[config.mk]
export PLATFORM = sky130hd
export DESIGN_NAME = serial_subtractor
export DESIGN_NICKNAME = d
export VERILOG_FILES = /design/src/rtl/serial_subtractor.sv
export SDC_FILE = /design/constraint.sdc
export NUM_CORES = 1
export LEC_CHECK = 0
export CORE_MARGIN = 1.5
export CORE_UTILIZATION = 45
export CTS_BUF_LIST = sky130_fd_sc_hd__clkbuf_4
export CTS_CLUSTER_DIAMETER = 80
export DETAILED_ROUTE_END_ITERATION = 16
export PLACE_DENSITY_LB_ADDON = 0.2
export SLEW_MARGIN = 25
export SYNTH_ARGS = -nofsm -noshare
export SYNTH_HDL_FRONTEND = slang
export SYNTH_SLANG_ARGS = --single-unit
[constraint.sdc]
create_clock -name clk_i -period 2 [get_ports clk_i]
set_input_delay 0.4 -clock clk_i [delete_from_list [all_inputs] [get_ports clk_i]]
set_output_delay 0.4 -clock clk_i [all_outputs]
set_load 0.01 [all_outputs]
[src/rtl/serial_subtractor.sv]
// Bit-serial two's-complement subtractor: diff = a - b, LSB first, one
// bit per clock through a single borrow flop, with valid/ready handshakes.
//
// Ports:
//   clk_i, rst_ni             clock, async active-low reset
//   clear_i                   sync abort, drops any operation in flight
//   in_valid_i / in_ready_o   operand handshake (a_i minuend, b_i subtrahend)
//   out_valid_o / out_ready_i result handshake
//   diff_o                    a - b mod 2^WIDTH (0 while out_valid_o=0)
//   borrow_o                  1 iff a < b unsigned
//   overflow_o                signed overflow of a - b
module serial_subtractor #(
    parameter int WIDTH = 8
) (
    input  logic             clk_i,
    input  logic             rst_ni,
    input  logic             clear_i,
    input  logic             in_valid_i,
    output logic             in_ready_o,
    input  logic [WIDTH-1:0] a_i,
    input  logic [WIDTH-1:0] b_i,
    output logic             out_valid_o,
    input  logic             out_ready_i,
    output logic [WIDTH-1:0] diff_o,
    output logic             borrow_o,
    output logic             overflow_o
);

    localparam int CW = (WIDTH > 2) ? $clog2(WIDTH) : 1;
    localparam logic [CW-1:0] LAST = CW'(WIDTH - 1);

    typedef enum logic [1:0] {
        IDLE = 2'd0,
        RUN  = 2'd1,
        DONE = 2'd2
    } state_t;

    state_t state_q, state_d;

    logic [WIDTH-1:0] a_q, b_q, d_q;
    logic [CW-1:0]    cnt_q;
    logic             br_q;
    logic             a_msb_q, b_msb_q;

    logic accept;
    logic step;
    logic d_bit;
    logic br_next;

    assign accept = (state_q == IDLE) && in_valid_i && !clear_i;
    assign step   = (state_q == RUN) && !clear_i;

    assign d_bit   = a_q[0] ^ b_q[0] ^ br_q;
    assign br_next = (~a_q[0] & b_q[0]) | (~(a_q[0] ^ b_q[0]) & br_q);

    always_ff @(posedge clk_i or negedge rst_ni) begin
        if (!rst_ni) begin
            state_q <= IDLE;
        end else begin
            state_q <= state_d;
        end
    end

    always_comb begin
        state_d = state_q;
        unique case (state_q)
            IDLE: if (in_valid_i) state_d = RUN;
            RUN:  if (cnt_q == LAST) state_d = DONE;
            DONE: if (out_ready_i) state_d = IDLE;
            default: state_d = IDLE;
        endcase
        // Abort wins over both handshakes.
        if (clear_i) state_d = IDLE;
    end

    always_ff @(posedge clk_i or negedge rst_ni) begin
        if (!rst_ni) begin
            a_q     <= '0;
            b_q     <= '0;
            d_q     <= '0;
            cnt_q   <= '0;
            br_q    <= 1'b0;
            a_msb_q <= 1'b0;
            b_msb_q <= 1'b0;
        end else if (accept) begin
            a_q     <= a_i;
            b_q     <= b_i;
            cnt_q   <= '0;
            br_q    <= 1'b0;
            a_msb_q <= a_i[WIDTH-1];
            b_msb_q <= b_i[WIDTH-1];
        end else if (step) begin
            a_q   <= {1'b0, a_q[WIDTH-1:1]};
            b_q   <= {1'b0, b_q[WIDTH-1:1]};
            // After WIDTH shifts the first bit computed sits in bit 0.
            d_q   <= {d_bit, d_q[WIDTH-1:1]};
            br_q  <= br_next;
            cnt_q <= cnt_q + 1'b1;
        end
    end

    assign in_ready_o  = (state_q == IDLE);
    assign out_valid_o = (state_q == DONE);

    // Gate results so partial shift contents never leak out.
    assign diff_o     = out_valid_o ? d_q : '0;
    assign borrow_o   = out_valid_o & br_q;
    assign overflow_o = out_valid_o & (a_msb_q != b_msb_q)
                        & (d_q[WIDTH-1] != a_msb_q);

endmodule
==> results of run 1 <==
[critical path, cell delays in order (launching register included)]
cell	delay [ns]
dfrtp_1	0.39
nand2b_4	0.17
clkinvlp_4	0.09
clkdlybuf4s50_1	0.53
[cell families after synthesis]
family,after synthesis,share of synthesized area [%]
simple gates,86,26.79
compound gates,33,11.79
flops,32,53.92
buf+inv,11,3.875
fa+ha+maj,3,3.033
xor+xnor,1,0.5898
[final timing paths]
path / slack (ns) / cells after the start / from / to
setup reg to reg: 0.45 / 5 / state_q[1]$_DFFE_PN0P_ / a_q[5]$_DFFE_PN0P_
hold reg to reg: 0.48 / 2 / d_q[0]$_DFFE_PN0P_ / d_q[0]$_DFFE_PN0P_
max in group asynchronous: 1.24 / 2 / rst_ni / b_q[3]$_DFFE_PN0P_
min in group clk_i: 0.48 / 2 / d_q[0]$_DFFE_PN0P_ / d_q[0]$_DFFE_PN0P_
setup / recovery: 0.09 / 3 / state_q[0]$_DFFE_PN0P_ / out_valid_o
hold / removal: 0.46 / 2 / rst_ni / state_q[1]$_DFFE_PN0P_
[cells in the final DEF (no fill, tap or decap), drive strengths merged, types with 3 or more instances in the layout]
master / count
a21oi: 28
and2: 9
buf: 10
clkbuf: 5
clkdlybuf4s50: 21
clkinv: 3
dfrtp: 32
dlygate4sd2: 10
nand2: 50
nand3: 3
nor2: 16
[per-stage QoR]
| step | util [%] | hold WS, ns |
|---|---|---|
| floorplan | - | 0.1044 |
| global placement | 61.17 | 0.4544 |
| detailed placement | 61.17 | 0.4667 |
| CTS | 62.90 | 0.4666 |
| global route | 62.98 | 0.4768 |
| finish | 62.98 | 0.4607 |
[power by group through the flow]
stage                     Clock [mW]  Combinational [mW]  Sequential (mW)
after floorplan                    0               0.250            0.929
after global placement             0               0.354            0.948
after detailed placement           0               0.375            0.962
after CTS                      0.355               0.378            0.949
after global routing           0.388               0.432            0.975
final                          0.342               0.370            0.946
[state kept, by name (all words and copies together), names as in the netlist]
register  count
a_q           8
b_q           8
d_q           8
cnt_q         3
state_q       2
a_msb_q       1
b_msb_q       1
br_q          1
[area by class of cell]
cell class,instances,area share [%]
Clock inverter,3,0.7042
Timing Repair Buffer,42,20.36
Clock buffer,5,1.921
Tap cell,44,2.817
Multi-Input combinational cell,123,32.46
Inverter,2,0.3841
Sequential cell,32,40.97
Timing Repair inverter,1,0.3841
[timing repair]
item                       in CTS  in global routing
setup endpoints to repair      11                  1
resized for setup              14                  1
gates cloned                    1                  0
[per-layer routing]
metal / vias to the layer above / GRT usage [%] / part of all wire [%]
met5: - / 0 / 0
met1: 572 / 22.63 / 42
li1: 625 / - / -
met3: 5 / 5.330 / 5.5
met4: 0 / 9.317 / 1.6
met2: 40 / 32.92 / 51
==> out/results.txt, run 1 <==
status -> finished clean
diode count -> 0
Max-slew headroom -> 73.36%
peak supply drop -> 0.4772 mV
Skew-Pair Late Insertion Delay -> 0.32 ns
clk_skew -> 0.007643 ns
number of cells after detailed placement -> 243
cell area after layout -> 0.001954 mm²
Final GP Congestion -> 0.7511
number of synthesis warnings -> 0
Final ANT Viol Nets -> 0
H-tree Lvls -> 2
fin crit share -> 95.27%
via total after detailed routing -> 1,242
Psw -> 0.5156 mW
RSZ-0062 raised after global routing -> no
Placed Area -> 0.001898 mm²
Layout area overhead -> 31.59%
CTS tree -> done
CP required -> 1.60 ns
setup_tns -> 0 ns
initial antenna violation count -> 0
Internal -> 1.142 mW
Clk pwr share -> 20.6%
DR WL/cell -> 11.93 µm
register area share after synthesis -> 53.92%
#FFs+latches synth -> 32
largest area contributor in the netlist -> dfrtp_1
Net Sw Frac -> 31.11%
Num CTS Buffers -> 5
CP max FO -> 5
Max-cap violations -> 0
Core Area -> 0.003103 mm²
register area -> 800.8 µm²
number of vias per cell -> 4.929
dpl ws -> 0.04098 ns
Die W -> 60.45 µm
LEAKAGE -> 0.9766 nW
Post-synth ARST share -> 100.0%
Comb pwr share -> 22.3%
Critical Path AT -> 1.51 ns
Multi-input gate area -> 634.4 µm²
Slew Viols, Final -> 0
Final WS setup -> 0.09455 ns
Rows -> 20
DRC -> 0
sequential power share -> 57.1%
Final setup viols -> 0
root buffer cell -> clkbuf_4
DIE AREA -> 0.003654 mm²
syn_nets -> 190
DR pass1 iterations -> 4
Final HPWL DP -> 2096 µm
critical path class -> reg2out
Non-Filler Instances -> 252
GRT overflow -> 0
Setup Buffers After CTS -> 0
mapped cell area -> 0.001485 mm²
power density cells -> 848.1 mW/mm²
FMAX -> 524.8 MHz
Tightest Pin Transition -> 0.3997 ns
list of most frequent post-synthesis cells -> nand2_1 (50), dfrtp_1 (32), a21oi_1 (28), nor2_1 (16), and2_1 (9)
Mapped Cells -> 166
initial core utilization -> 47.86%
Worst-path clk slew -> 0.10 ns
first-pass GRT wire length -> 5223 µm
I/O pins -> 33
deepest clock path buffer count -> 2
largest net degree at the start of global routing -> 33
Main synth FF type -> dfrtp_1
post-layout min period -> 1.905 ns
synth top area cells -> dfrtp_1 (54%), nand2_1 (13%), a21oi_1 (9.4%)
Post-Route WL -> 3006 µm
nets -> 231
top cell type's share of synthesized area -> 53.92%
EDFF count, synth -> 0
DR iter-0 viols -> 37
vias in the first global route -> 1,231
Port Buf Inserts -> 32
most common cell in the netlist -> nand2_1
Crit. End Element -> output port
CTS Hold Buffers Added -> 0
CTS sink count -> 32
Mean Syn Cell Area -> 8.947 µm²
gr usage total -> 19.34%
CP startpoint kind -> register
layout cell share with drive strength beyond 1 -> 10.58%
worst hold path class -> in2async
Pwr Total -> 1.657 mW
number of library cell types mapped by synthesis -> 24
Die Y -> 60.45 µm
final hold vios -> 0
FILL cells -> 300
Note: power is estimated with default switching activity, not from simulation.
==> run 2: changes to the inputs <==
--- a/config.mk
+++ b/config.mk
@@ -5,7 +5,7 @@
 export SDC_FILE = /design/constraint.sdc
 export NUM_CORES = 1
 export LEC_CHECK = 0
-export CORE_MARGIN = 1.5
+export CORE_MARGIN = 3
 export CORE_UTILIZATION = 45
 export CTS_BUF_LIST = sky130_fd_sc_hd__clkbuf_4
 export CTS_CLUSTER_DIAMETER = 80
==> constraint.sdc (replaced) <==
create_clock -name clk_i -period 2 [get_ports clk_i]
set_input_delay 0.3 -clock clk_i [delete_from_list [all_inputs] [get_ports clk_i]]
set_output_delay 0.3 -clock clk_i [all_outputs]
set_load 0.01 [all_outputs]
==> run 2 against run 1 <==
First-iteration DRC count rose by 81%. Utilization grew 0.48 points. Via count increased by 0.48%. Clock skew up 0.0057 ns. Fmax shrank 0.96%. Sequential cell count unchanged. Hold slack got worse by 0.085 ns. Cell area rose by 0.77%. Combinational power decreased by 1%. Largest power group unchanged. Highest routed layer unchanged.
==> out/results.txt, run 2 (synthesized netlist as in run 1, its figures left out) <==
layout cell share with drive strength beyond 1 -> 11.59%
Final setup viols -> 0
final hold vios -> 0
setup_tns -> 0 ns
number of vias per cell -> 4.972
CP required -> 1.70 ns
Crit. End Element -> output port
Slew Viols, Final -> 0
root buffer cell -> clkbuf_4
power density cells -> 838.1 mW/mm²
diode count -> 0
FMAX -> 519.8 MHz
DIE AREA -> 0.004026 mm²
critical path class -> reg2out
CTS sink count -> 32
Final ANT Viol Nets -> 0
Skew-Pair Late Insertion Delay -> 0.32 ns
post-layout min period -> 1.924 ns
Die W -> 63.45 µm
DR WL/cell -> 12.31 µm
Top Registers -> a_q x8, b_q x8, d_q x8
first-pass GRT wire length -> 5133 µm
Core Area -> 0.003103 mm²
DRC -> 0
DR pass1 iterations -> 4
DR iter-0 viols -> 67
cell area after layout -> 0.001969 mm²
initial antenna violation count -> 0
Post-Route WL -> 3090 µm
Die Y -> 63.45 µm
Rows -> 20
vias in the first global route -> 1,194
via total after detailed routing -> 1,248
commonest non-fill, non-tap cell in the layout -> nand2_1
Num CTS Buffers -> 5
Final HPWL DP -> 2130 µm
gr usage total -> 16.23%
Worst-path clk slew -> 0.10 ns
largest net degree at the start of global routing -> 33
RSZ-0062 raised after global routing -> no
Max-slew headroom -> 73.35%
Final GP Congestion -> 0.7718
status -> finished clean
CP startpoint kind -> register
Placed Area -> 0.001871 mm²
LEAKAGE -> 1.052 nW
clk_skew -> 0.01332 ns
Layout area overhead -> 32.60%
register area -> 803.3 µm²
most frequent cells in the layout -> nand2_1 (50), dfrtp_1 (30), a21oi_1 (28)
deepest clock path buffer count -> 2
Port Buf Inserts -> 32
Critical Path AT -> 1.62 ns
Tightest Pin Transition -> 0.3998 ns
FILL cells -> 302
I/O pins -> 33
Multi-input gate area -> 634.4 µm²
initial core utilization -> 47.86%
fin crit share -> 96.19%
H-tree Lvls -> 2
peak supply drop -> 0.4911 mV
worst hold path class -> in2async
GRT overflow -> 0
CTS tree -> done
CP max FO -> 5
Max-cap violations -> 0
nets -> 231
[run 2: what timing repair did]
| item | CTS | global route |
|---|---|---|
| hold buffers | 0 | 0 |
| setup buffers | 2 | 0 |
| setup endpoints to repair | 11 | 7 |
| gates cloned | 1 | 0 |
| gates resized for setup | 7 | 7 |
[run 2: through the flow]
step	instances	hold slack (ns)	worst slack (ns)	power (mW)	utilization [%]
after global placement	241	0.4543	0.1602	1.294	60.28
after CTS	251	0.3753	0.03785	1.679	62.90
after floorplan	166	0.004409	0.5636	1.179	-
after global routing	251	0.3985	0.0005622	1.780	63.47
final	251	0.3753	0.07617	1.651	63.47
after detailed placement	241	0.4540	0.1264	1.329	60.28
[run 2: critical path, stage by stage, from the launching register on]
cell,delay [ns]
dfrtp_2,0.41
nand2b_4,0.17
clkinvlp_4,0.09
and2_1,0.12
clkdlybuf4s50_1,0.52
[run 2: path summary, 6_finish.rpt]
path / from / end / slack (ns) / depth (start not counted)
setup / recovery: state_q[0]$_DFFE_PN0P_ / diff_o[0] / 0.08 / 4
hold / removal: rst_ni / b_msb_q$_DFFE_PN0N_ / 0.38 / 2
setup reg to reg: state_q[1]$_DFFE_PN0P_ / a_q[2]$_DFFE_PN0P_ / 0.45 / 5
hold reg to reg: d_q[0]$_DFFE_PN0P_ / d_q[0]$_DFFE_PN0P_ / 0.47 / 2
max in group asynchronous: rst_ni / state_q[0]$_DFFE_PN0P_ / 1.32 / 2
min in group clk_i: d_q[0]$_DFFE_PN0P_ / d_q[0]$_DFFE_PN0P_ / 0.47 / 2
[run 2: area by class of cell]
class,instances,area share [%]
Timing Repair inverter,1,0.3812
Tap cell,44,2.795
Multi-Input combinational cell,123,32.21
Timing Repair Buffer,42,20.90
Sequential cell,32,40.79
Clock buffer,6,2.287
Clock inverter,1,0.2541
Inverter,2,0.3812
[run 2: layer usage]
layer / part of all wire (%) / track usage, %
met5: 0 / 0
met4: 1.2 / 7.278
met3: 6.1 / 3.565
met2: 50 / 26.60
met1: 43 / 20.47
[run 2: power by group]
group | leakage (nW) | total [mW] | internal [mW] | switching, mW
Clock | 0.0315 | 0.340 | 0.143 | 0.197
Sequential | 0.397 | 0.946 | 0.829 | 0.116
Combinational | 0.624 | 0.365 | 0.181 | 0.184
